--- config.mk ---
export PLATFORM = sky130hd
export DESIGN_NAME = jstk_spi_responder_flat
export DESIGN_NICKNAME = d
export VERILOG_FILES = /design/src/rtl/jstk_spi_responder_pkg.sv /design/src/rtl/jstk_spi_responder_if.sv /design/src/rtl/jstk_spi_responder_sync.sv /design/src/rtl/jstk_spi_responder.sv /design/src/flat_wrapper.sv
export SDC_FILE = /design/constraint.sdc
export NUM_CORES = 1
export LEC_CHECK = 0
export ABC_CLOCK_PERIOD_IN_PS = 2470
export CAP_MARGIN = 10
export CORE_UTILIZATION = 55
export CTS_BUF_LIST = sky130_fd_sc_hd__clkbuf_4
export CTS_CLUSTER_DIAMETER = 150
export DETAILED_ROUTE_END_ITERATION = 7
export GPL_TIMING_DRIVEN = 0
export PLACE_DENSITY = 0.82
export SLEW_MARGIN = 10
export SYNTH_ARGS = -nofsm -noshare
export SYNTH_HDL_FRONTEND = slang
export SYNTH_SLANG_ARGS = --single-unit
export TNS_END_PERCENT = 100
--- constraint.sdc ---
create_clock -name Clk_100MHz -period 2.47 [get_ports Clk_100MHz]
set_input_delay 0.6175 -clock Clk_100MHz [delete_from_list [all_inputs] [get_ports Clk_100MHz]]
set_output_delay 0.6175 -clock Clk_100MHz [all_outputs]
set_load 0.01 [all_outputs]
--- src/rtl/jstk_spi_responder_pkg.sv ---
// Shared constants, state encoding and byte-map helper for the PmodJSTK SPI responder.
package jstk_pkg;

    localparam int         JSTK_NUM_BYTES  = 5;
    localparam logic [5:0] JSTK_LED_PREFIX = 6'b100000;

    localparam logic [2:0] JSTK_B_XLO = 3'd0;
    localparam logic [2:0] JSTK_B_XHI = 3'd1;
    localparam logic [2:0] JSTK_B_YLO = 3'd2;
    localparam logic [2:0] JSTK_B_YHI = 3'd3;
    localparam logic [2:0] JSTK_B_BTN = 3'd4;

    typedef enum logic [1:0] {
        IDLE  = 2'd0,
        SHIFT = 2'd1,
        TRAIL = 2'd2
    } jstk_state_e;

    // Byte returned to the master at position idx of a frame.
    function automatic logic [7:0] jstk_frame_byte(
        input logic [2:0] idx,
        input logic [9:0] x,
        input logic [9:0] y,
        input logic [2:0] btn
    );
        logic [7:0] b;
        case (idx)
            JSTK_B_XLO: b = x[7:0];
            JSTK_B_XHI: b = {6'b000000, x[9:8]};
            JSTK_B_YLO: b = y[7:0];
            JSTK_B_YHI: b = {6'b000000, y[9:8]};
            JSTK_B_BTN: b = {5'b00000, btn};
            default:    b = 8'h00;
        endcase
        return b;
    endfunction

endpackage

--- src/rtl/jstk_spi_responder_if.sv ---
// SPI pin bundle between the joystick master and the responder.
interface jstk_spi_if;
    logic SCLK;
    logic SS;
    logic MOSI;
    logic MISO;
    logic MISO_oe;

    modport master (output SCLK, output SS, output MOSI, input MISO, input MISO_oe);
    modport slave  (input SCLK, input SS, input MOSI, output MISO, output MISO_oe);
endinterface

--- src/rtl/jstk_spi_responder_sync.sv ---
// spi_in_sync: multi-flop synchronizer with registered-history rise/fall detection.
module spi_in_sync #(
    parameter int   STAGES  = 2,
    parameter logic RST_VAL = 1'b0
) (
    input  logic clk,
    input  logic rst_n,
    input  logic d,
    output logic level,
    output logic rise,
    output logic fall
);

    logic [STAGES-1:0] sync_q, sync_d;
    logic              prev_q, prev_d;

    // Shift the async input through the chain and keep one cycle of history.
    always_comb begin
        sync_d = {sync_q[STAGES-2:0], d};
        prev_d = sync_q[STAGES-1];
    end

    // Synchronizer and history registers.
    always_ff @(posedge clk or negedge rst_n) begin
        if (!rst_n) begin
            sync_q <= {STAGES{RST_VAL}};
            prev_q <= RST_VAL;
        end else begin
            sync_q <= sync_d;
            prev_q <= prev_d;
        end
    end

    assign level = sync_q[STAGES-1];
    assign rise  = sync_q[STAGES-1] & ~prev_q;
    assign fall  = ~sync_q[STAGES-1] & prev_q;

endmodule

--- src/rtl/jstk_spi_responder.sv ---
// PmodJSTK-emulating SPI mode-0 slave. Optional frame counter enabled by JSTK_RSP_FRAMECNT_EN.
module jstk_spi_responder
    import jstk_pkg::*;
#(
    parameter int SYNC_STAGES = 2,
    parameter int NUM_BYTES   = JSTK_NUM_BYTES,
    parameter int DATA_W      = 10
) (
    input  logic              Clk_100MHz,
    input  logic              Reset_n,
    jstk_spi_if.slave         spi,
    input  logic [DATA_W-1:0] PosX,
    input  logic [DATA_W-1:0] PosY,
    input  logic [2:0]        Buttons,
    output logic [1:0]        Led,
    output logic              FrameDone,
    output logic              FrameErr,
    output logic [15:0]       FrameCount
);

    if (DATA_W < 1 || DATA_W > 10) begin : g_bad_data_w
        $error("jstk_spi_responder: DATA_W must be in 1..10");
    end
    if (NUM_BYTES < 1 || NUM_BYTES > 7) begin : g_bad_num_bytes
        $error("jstk_spi_responder: NUM_BYTES must be in 1..7");
    end
    if (SYNC_STAGES < 2) begin : g_bad_sync
        $error("jstk_spi_responder: SYNC_STAGES must be >= 2");
    end

    localparam logic [2:0] NB_L = 3'(NUM_BYTES);

    logic sclk_lvl_s, sclk_rise_s, sclk_fall_s;
    logic ss_lvl_s, ss_rise_s, ss_fall_s;
    logic mosi_s, mosi_rise_s, mosi_fall_s;
    logic sync_unused_s;

    // SS idles high, so its synchronizer resets high to avoid a false edge.
    spi_in_sync #(.STAGES(SYNC_STAGES), .RST_VAL(1'b0)) u_sync_sclk (
        .clk(Clk_100MHz), .rst_n(Reset_n), .d(spi.SCLK),
        .level(sclk_lvl_s), .rise(sclk_rise_s), .fall(sclk_fall_s));
    spi_in_sync #(.STAGES(SYNC_STAGES), .RST_VAL(1'b1)) u_sync_ss (
        .clk(Clk_100MHz), .rst_n(Reset_n), .d(spi.SS),
        .level(ss_lvl_s), .rise(ss_rise_s), .fall(ss_fall_s));
    spi_in_sync #(.STAGES(SYNC_STAGES), .RST_VAL(1'b0)) u_sync_mosi (
        .clk(Clk_100MHz), .rst_n(Reset_n), .d(spi.MOSI),
        .level(mosi_s), .rise(mosi_rise_s), .fall(mosi_fall_s));

    assign sync_unused_s = ^{sclk_lvl_s, ss_lvl_s, mosi_rise_s, mosi_fall_s};

    jstk_state_e state_q, state_d;
    logic [2:0]  byte_cnt_q, byte_cnt_d;
    logic [2:0]  bit_cnt_q, bit_cnt_d;
    logic [7:0]  rx_q, rx_d;
    logic [7:0]  tx_q, tx_d;
    logic [9:0]  x_q, x_d;
    logic [9:0]  y_q, y_d;
    logic [2:0]  btn_q, btn_d;
    logic [1:0]  led_q, led_d;
    logic        miso_q, miso_d;
    logic        oe_q, oe_d;
    logic        done_q, done_d;
    logic        err_q, err_d;

    logic [9:0]  x_ext_s, y_ext_s;
    logic [2:0]  next_cnt_s;
    logic [7:0]  rx_shift_s;
    logic [7:0]  next_tx_s;

    assign x_ext_s = 10'(PosX);
    assign y_ext_s = 10'(PosY);

    // Frame FSM: SS edges take priority over any SCLK edge seen in the same cycle.
    always_comb begin
        state_d    = state_q;
        byte_cnt_d = byte_cnt_q;
        bit_cnt_d  = bit_cnt_q;
        rx_d       = rx_q;
        tx_d       = tx_q;
        x_d        = x_q;
        y_d        = y_q;
        btn_d      = btn_q;
        led_d      = led_q;
        miso_d     = miso_q;
        oe_d       = oe_q;
        done_d     = 1'b0;
        err_d      = 1'b0;
        next_cnt_s = (byte_cnt_q == 3'd7) ? 3'd7 : byte_cnt_q + 3'd1;
        rx_shift_s = {rx_q[6:0], mosi_s};
        next_tx_s  = (next_cnt_s < NB_L) ? jstk_frame_byte(next_cnt_s, x_q, y_q, btn_q) : 8'h00;

        case (state_q)
            IDLE: begin
                if (ss_fall_s) begin
                    x_d        = x_ext_s;
                    y_d        = y_ext_s;
                    btn_d      = Buttons;
                    byte_cnt_d = 3'd0;
                    bit_cnt_d  = 3'd0;
                    rx_d       = 8'h00;
                    tx_d       = jstk_frame_byte(JSTK_B_XLO, x_ext_s, y_ext_s, Buttons);
                    miso_d     = tx_d[7];
                    oe_d       = 1'b1;
                    state_d    = SHIFT;
                end else begin
                    miso_d = 1'b0;
                    oe_d   = 1'b0;
                end
            end
            SHIFT, TRAIL: begin
                if (ss_rise_s) begin
                    state_d = IDLE;
                    miso_d  = 1'b0;
                    oe_d    = 1'b0;
                    if (byte_cnt_q >= NB_L && bit_cnt_q == 3'd0) begin
                        done_d = 1'b1;
                    end else begin
                        err_d = 1'b1;
                    end
                end else if (sclk_rise_s) begin
                    if (state_q == SHIFT) begin
                        rx_d = rx_shift_s;
                    end else begin
                        rx_d = rx_q;
                    end
                    // Eighth rising edge closes the byte; its successor is staged for the next fall.
                    if (bit_cnt_q == 3'd7) begin
                        bit_cnt_d  = 3'd0;
                        byte_cnt_d = next_cnt_s;
                        tx_d       = next_tx_s;
                        if (state_q == SHIFT && byte_cnt_q == JSTK_B_XLO &&
                            rx_shift_s[7:2] == JSTK_LED_PREFIX) begin
                            led_d = rx_shift_s[1:0];
                        end else begin
                            led_d = led_q;
                        end
                        if (next_cnt_s >= NB_L) begin
                            state_d = TRAIL;
                        end else begin
                            state_d = state_q;
                        end
                    end else begin
                        bit_cnt_d = bit_cnt_q + 3'd1;
                    end
                end else if (sclk_fall_s) begin
                    if (bit_cnt_q != 3'd0) begin
                        tx_d   = {tx_q[6:0], 1'b0};
                        miso_d = tx_q[6];
                    end else begin
                        miso_d = tx_q[7];
                    end
                end else begin
                    state_d = state_q;
                end
            end
            default: begin
                state_d = IDLE;
                miso_d  = 1'b0;
                oe_d    = 1'b0;
            end
        endcase
    end

    // Frame state, snapshot and output registers.
    always_ff @(posedge Clk_100MHz or negedge Reset_n) begin
        if (!Reset_n) begin
            state_q    <= IDLE;
            byte_cnt_q <= 3'd0;
            bit_cnt_q  <= 3'd0;
            rx_q       <= 8'h00;
            tx_q       <= 8'h00;
            x_q        <= 10'h000;
            y_q        <= 10'h000;
            btn_q      <= 3'b000;
            led_q      <= 2'b00;
            miso_q     <= 1'b0;
            oe_q       <= 1'b0;
            done_q     <= 1'b0;
            err_q      <= 1'b0;
        end else begin
            state_q    <= state_d;
            byte_cnt_q <= byte_cnt_d;
            bit_cnt_q  <= bit_cnt_d;
            rx_q       <= rx_d;
            tx_q       <= tx_d;
            x_q        <= x_d;
            y_q        <= y_d;
            btn_q      <= btn_d;
            led_q      <= led_d;
            miso_q     <= miso_d;
            oe_q       <= oe_d;
            done_q     <= done_d;
            err_q      <= err_d;
        end
    end

`ifdef JSTK_RSP_FRAMECNT_EN
    logic [15:0] fcnt_q, fcnt_d;

    // Completed-frame counter, wrapping naturally at 16 bits.
    always_comb begin
        if (done_d) begin
            fcnt_d = fcnt_q + 16'd1;
        end else begin
            fcnt_d = fcnt_q;
        end
    end

    // Frame counter register.
    always_ff @(posedge Clk_100MHz or negedge Reset_n) begin
        if (!Reset_n) begin
            fcnt_q <= 16'h0000;
        end else begin
            fcnt_q <= fcnt_d;
        end
    end

    assign FrameCount = fcnt_q;
`else
    assign FrameCount = 16'h0000;
`endif

    assign spi.MISO    = miso_q;
    assign spi.MISO_oe = oe_q;
    assign Led         = led_q;
    assign FrameDone   = done_q;
    assign FrameErr    = err_q;

endmodule

--- src/flat_wrapper.sv ---
// flat-port wrapper written by rule: the top's interface ports become plain ports
module jstk_spi_responder_flat import jstk_pkg::*;
#(
    parameter int SYNC_STAGES = 2,
    parameter int NUM_BYTES   = JSTK_NUM_BYTES,
    parameter int DATA_W      = 10
)
  (Clk_100MHz, Reset_n, PosX, PosY, Buttons, Led, FrameDone, FrameErr, FrameCount, spi_SCLK, spi_SS, spi_MOSI, spi_MISO, spi_MISO_oe);
  jstk_spi_if spi_i ();
  input  logic Clk_100MHz;
  input  logic Reset_n;
  input  logic [DATA_W-1:0] PosX;
  input  logic [DATA_W-1:0] PosY;
  input  logic [2:0] Buttons;
  output logic [1:0] Led;
  output logic FrameDone;
  output logic FrameErr;
  output logic [15:0] FrameCount;
  input wire logic [$bits(spi_i.SCLK)-1:0] spi_SCLK;
  input wire logic [$bits(spi_i.SS)-1:0] spi_SS;
  input wire logic [$bits(spi_i.MOSI)-1:0] spi_MOSI;
  output wire logic [$bits(spi_i.MISO)-1:0] spi_MISO;
  output wire logic [$bits(spi_i.MISO_oe)-1:0] spi_MISO_oe;
  assign spi_i.SCLK = spi_SCLK;
  assign spi_i.SS = spi_SS;
  assign spi_i.MOSI = spi_MOSI;
  assign spi_MISO = spi_i.MISO;
  assign spi_MISO_oe = spi_i.MISO_oe;
  jstk_spi_responder #(.SYNC_STAGES(SYNC_STAGES), .NUM_BYTES(NUM_BYTES), .DATA_W(DATA_W)) u_core (.Clk_100MHz(Clk_100MHz), .Reset_n(Reset_n), .spi(spi_i), .PosX(PosX), .PosY(PosY), .Buttons(Buttons), .Led(Led), .FrameDone(FrameDone), .FrameErr(FrameErr), .FrameCount(FrameCount));
endmodule
==> results.sh <==
export IMPL_status="complete, no violations"
export IMPL_grt_first_pass_wirelength_um=9777
export IMPL_die_y_um=75.69
export IMPL_yosysTopAreaCell="dfrtp_1"
export IMPL_worst_setup_path_type="reg -> reg"
export IMPL_first_pass_iters=5
export IMPL_timing_rr_end="u_core.tx_q[7]$_DFFE_PN0P_"
export IMPL_synth_top_area_share=0.4776
export IMPL_viasPerCell=5.267
export IMPL_cts_hold_repair_buffers=0
export IMPL_ys_types=47
export IMPL_routed_wl_um=5844
export IMPL_grt_use_total=0.2357
export IMPL_wl_met3_um=446
export IMPL_r2r_start="u_core.byte_cnt_q[0]$_DFFE_PN0P_"
export IMPL_power_density_nw_per_um2=992.4
export IMPL_drv_cap=0
export IMPL_io_buffers=33
export IMPL_cts_buffers_inserted=9
export IMPL_critPathMaxFanout=10
export IMPL_core_um2=5172
export IMPL_wl_met1_um=2579
export IMPL_cts_path_max_buffers=2
export IMPL_die_area_um2=5729
export IMPL_crit_end="u_core.tx_q[7]$_DFFE_PN0P_"
export IMPL_gp_congestion=0.8665
export IMPL_grt_pass1_vias=2204
export IMPL_area_growth_syn_to_layout_pct=21.03
export IMPL_max_freq_mhz=434.7
export IMPL_slew_viol_final=0
export IMPL_ios=50
export IMPL_p_leak_nw=1.693
export IMPL_clock_power_share=0.216
export IMPL_place_hpwl_um=4146
export IMPL_hold_class="in -> async"
export IMPL_worst_clock_skew_ns=0.01291
export IMPL_p_sw_frac=0.3602
export IMPL_holdWs_ns=0.2754
export IMPL_internal_power_mw=2.295
export IMPL_drive_gt1_frac=0.1436
export IMPL_rows=26
export IMPL_clk_latency_ns=0.40
export IMPL_hold_violations=0
export IMPL_antenna_found_initial=0
export IMPL_drt_initial_drc_count=163
export IMPL_grt_max_degree=61
export IMPL_post_route_min_period_ns=2.301
export IMPL_r2r_setup_slack_ns=0.17
export IMPL_drtAntennaViolNets=0
export IMPL_grt_overflow_total=0
export IMPL_avgSynthCellArea_um2=9.760
export IMPL_seq_power_share=0.418
export IMPL_syn_inst=306
export IMPL_worstPathRequired_ns=2.75
export IMPL_crit_path_start="u_core.byte_cnt_q[0]$_DFFE_PN0P_"
export IMPL_avgRoutedWirePerCell_um=13.31
export IMPL_rsz0062_at_grt="false"
export IMPL_die_x_um=75.69
export IMPL_crit_arrival_ns=2.58
export IMPL_worstRegToRegCells=7
export IMPL_critPathLaunchType="flip-flop"
export IMPL_wl_met2_um=2747
export IMPL_top_layer="met4"
export IMPL_synth_edf_count=0
export IMPL_drc=0
export IMPL_cts_tree="yes"
export IMPL_layout_common_cells="73 x nand2_1, 57 x dfrtp_1, 32 x clkdlybuf4s50_1, 17 x buf_4, 16 x conb_1"
export IMPL_via_count=2312
export IMPL_finalCoreUtilization=0.6988
export IMPL_layout_commonest_cell="nand2_1"
export IMPL_synthTopCellsByArea="dfrtp_1 48%, nand2_1 9.2%, ha_1 4.6%"
export IMPL_fin_nets=403
export IMPL_fill_cells=390
export IMPL_worstSetupEndpointType="flip-flop"
export IMPL_yosysWarningCount=0
export IMPL_finalSetupViolCount=0
export IMPL_synth_flop_cell="dfrtp_1"
export IMPL_clock_sinks=60
export IMPL_maxSlewHeadroom=0.5124
export IMPL_async_flop_share=1.000
export IMPL_cts_reportedPaths_clkPinSlew_ns=0.10
export IMPL_num_antenna_cells=0
export IMPL_max_vdd_ir_drop_v=0.0006424
export IMPL_power_switching_mw=1.292
export IMPL_ys_seq_area_frac=0.5040
export IMPL_cts_root_buf="clkbuf_4"
export IMPL_synth_seq_cells=60
export IMPL_synth_area_um2=2987
export IMPL_start_util=0.5774
export IMPL_htreeDepth=3
export IMPL_tightestPinTransition_ns=0.7314
export IMPL_pwr_share_comb=0.366
export IMPL_min_period_over_period=0.9314
[worst min-delay path by stage]
stage / from / endpoint / slack, ns / depth (start not counted)
after floorplan: Reset_n / u_core.FrameDone$_DFF_PN0_ / 0.32 / 0
after global placement: u_core.u_sync_mosi.sync_q[0]$_DFF_PN0_ / u_core.u_sync_mosi.sync_q[1]$_DFF_PN0_ / 0.34 / 0
after detailed placement: u_core.u_sync_mosi.sync_q[0]$_DFF_PN0_ / u_core.u_sync_mosi.sync_q[1]$_DFF_PN0_ / 0.34 / 0
after CTS: Reset_n / u_core.y_q[7]$_DFFE_PN0P_ / 0.28 / 1
after global routing: Reset_n / u_core.u_sync_mosi.sync_q[1]$_DFF_PN0_ / 0.31 / 1
final: Reset_n / u_core.spi.MISO$_DFFE_PN0P_ / 0.28 / 1
[area by class of cell]
type	instances	area [um2]	share of cell area
Clock inverter	5	77.57	0.02146
Buffer	28	170.2	0.04708
Timing Repair Buffer	33	327.8	0.09069
Multi-Input combinational cell	219	1315	0.3638
Sequential cell	60	1505	0.4164
Clock buffer	11	82.58	0.02285
Tap cell	70	87.58	0.02423
Inverter	13	48.80	0.01350
[Yosys cell counts (all sizes together) (3+ instances only)]
| cell type | count |
|---|---|
| nand2 | 73 |
| dfrtp | 57 |
| buf | 22 |
| a21oi | 14 |
| o21ai | 14 |
| inv | 13 |
| mux2 | 13 |
| a22oi | 11 |
| ha | 11 |
| nor2 | 11 |
| clkbuf | 7 |
| o22ai | 7 |
| a31oi | 5 |
| o22a | 5 |
| and2 | 3 |
| dfstp | 3 |
| nand2b | 3 |
| nor2b | 3 |
[sequential cells by signal (all words and copies together) (netlist names)]
register                   cells
u_core.FrameDone               1
u_core.FrameErr                1
u_core.Led                     2
u_core.bit_cnt_q               3
u_core.btn_q                   3
u_core.byte_cnt_q              3
u_core.rx_q                    7
u_core.spi.MISO                1
u_core.spi.MISO_oe             1
u_core.state_q                 2
u_core.tx_q                    8
u_core.u_sync_mosi.sync_q      2
u_core.u_sync_sclk.prev_q      1
u_core.u_sync_sclk.sync_q      2
u_core.u_sync_ss.prev_q        1
u_core.u_sync_ss.sync_q        2
u_core.x_q                    10
u_core.y_q                    10
[metrics by stage]
step,instance area (um2),setup WS (ns),std cells,TNS [ns],total power [mW]
floorplan,3043,0.4997,321,0,2.438
global placement,3461,-1.040,424,-60.28,2.750
detailed placement,3458,0.1526,424,0,2.819
CTS,3618,0.1368,440,0,3.603
global route,3615,0.07271,439,0,3.851
finish,3615,0.1693,439,0,3.587
[power groups by stage]
stage	clock [mW]	combinational [mW]	sequential, mW
2_1_floorplan	0	0.972	1.47
3_3_place_gp	0	1.25	1.50
3_5_place_dp	0	1.31	1.51
4_1_cts	0.795	1.31	1.50
5_1_grt	0.833	1.48	1.54
6_report	0.775	1.31	1.50
[worst max-delay path: stages, from the launching register on]
cell and delay (ns):
dfrtp_1 0.52, inv_1 0.08, ha_1 0.33, nor2b_1 0.15
o31a_1 0.25, o211ai_2 0.39, o22ai_1 0.17, mux2_2 0.29
[per-layer routing]
metal	vias up	track usage
li1	1130	-
met1	1094	0.3045
met2	81	0.3730
met3	7	0.08995
met4	0	0.06790
met5	-	0
[kinds of logic after synthesis]
| family | synth area share |
|---|---|
| XOR/XNOR | 0.002933 |
| flip-flops | 0.5040 |
| AND/OR/NAND/NOR | 0.1701 |
| AO/OA/AOI/OAI | 0.1454 |
| other | 0.001256 |
| adder cells (fa/ha/maj) | 0.04608 |
| buffers and inverters | 0.07458 |
| multiplexers | 0.05572 |
[timing repair]
item / CTS / global route
resized for setup: 0 / 0
setup endpoints to repair: 0 / 10
setup buffers: 0 / 0
(Power assumes the default switching activity.)
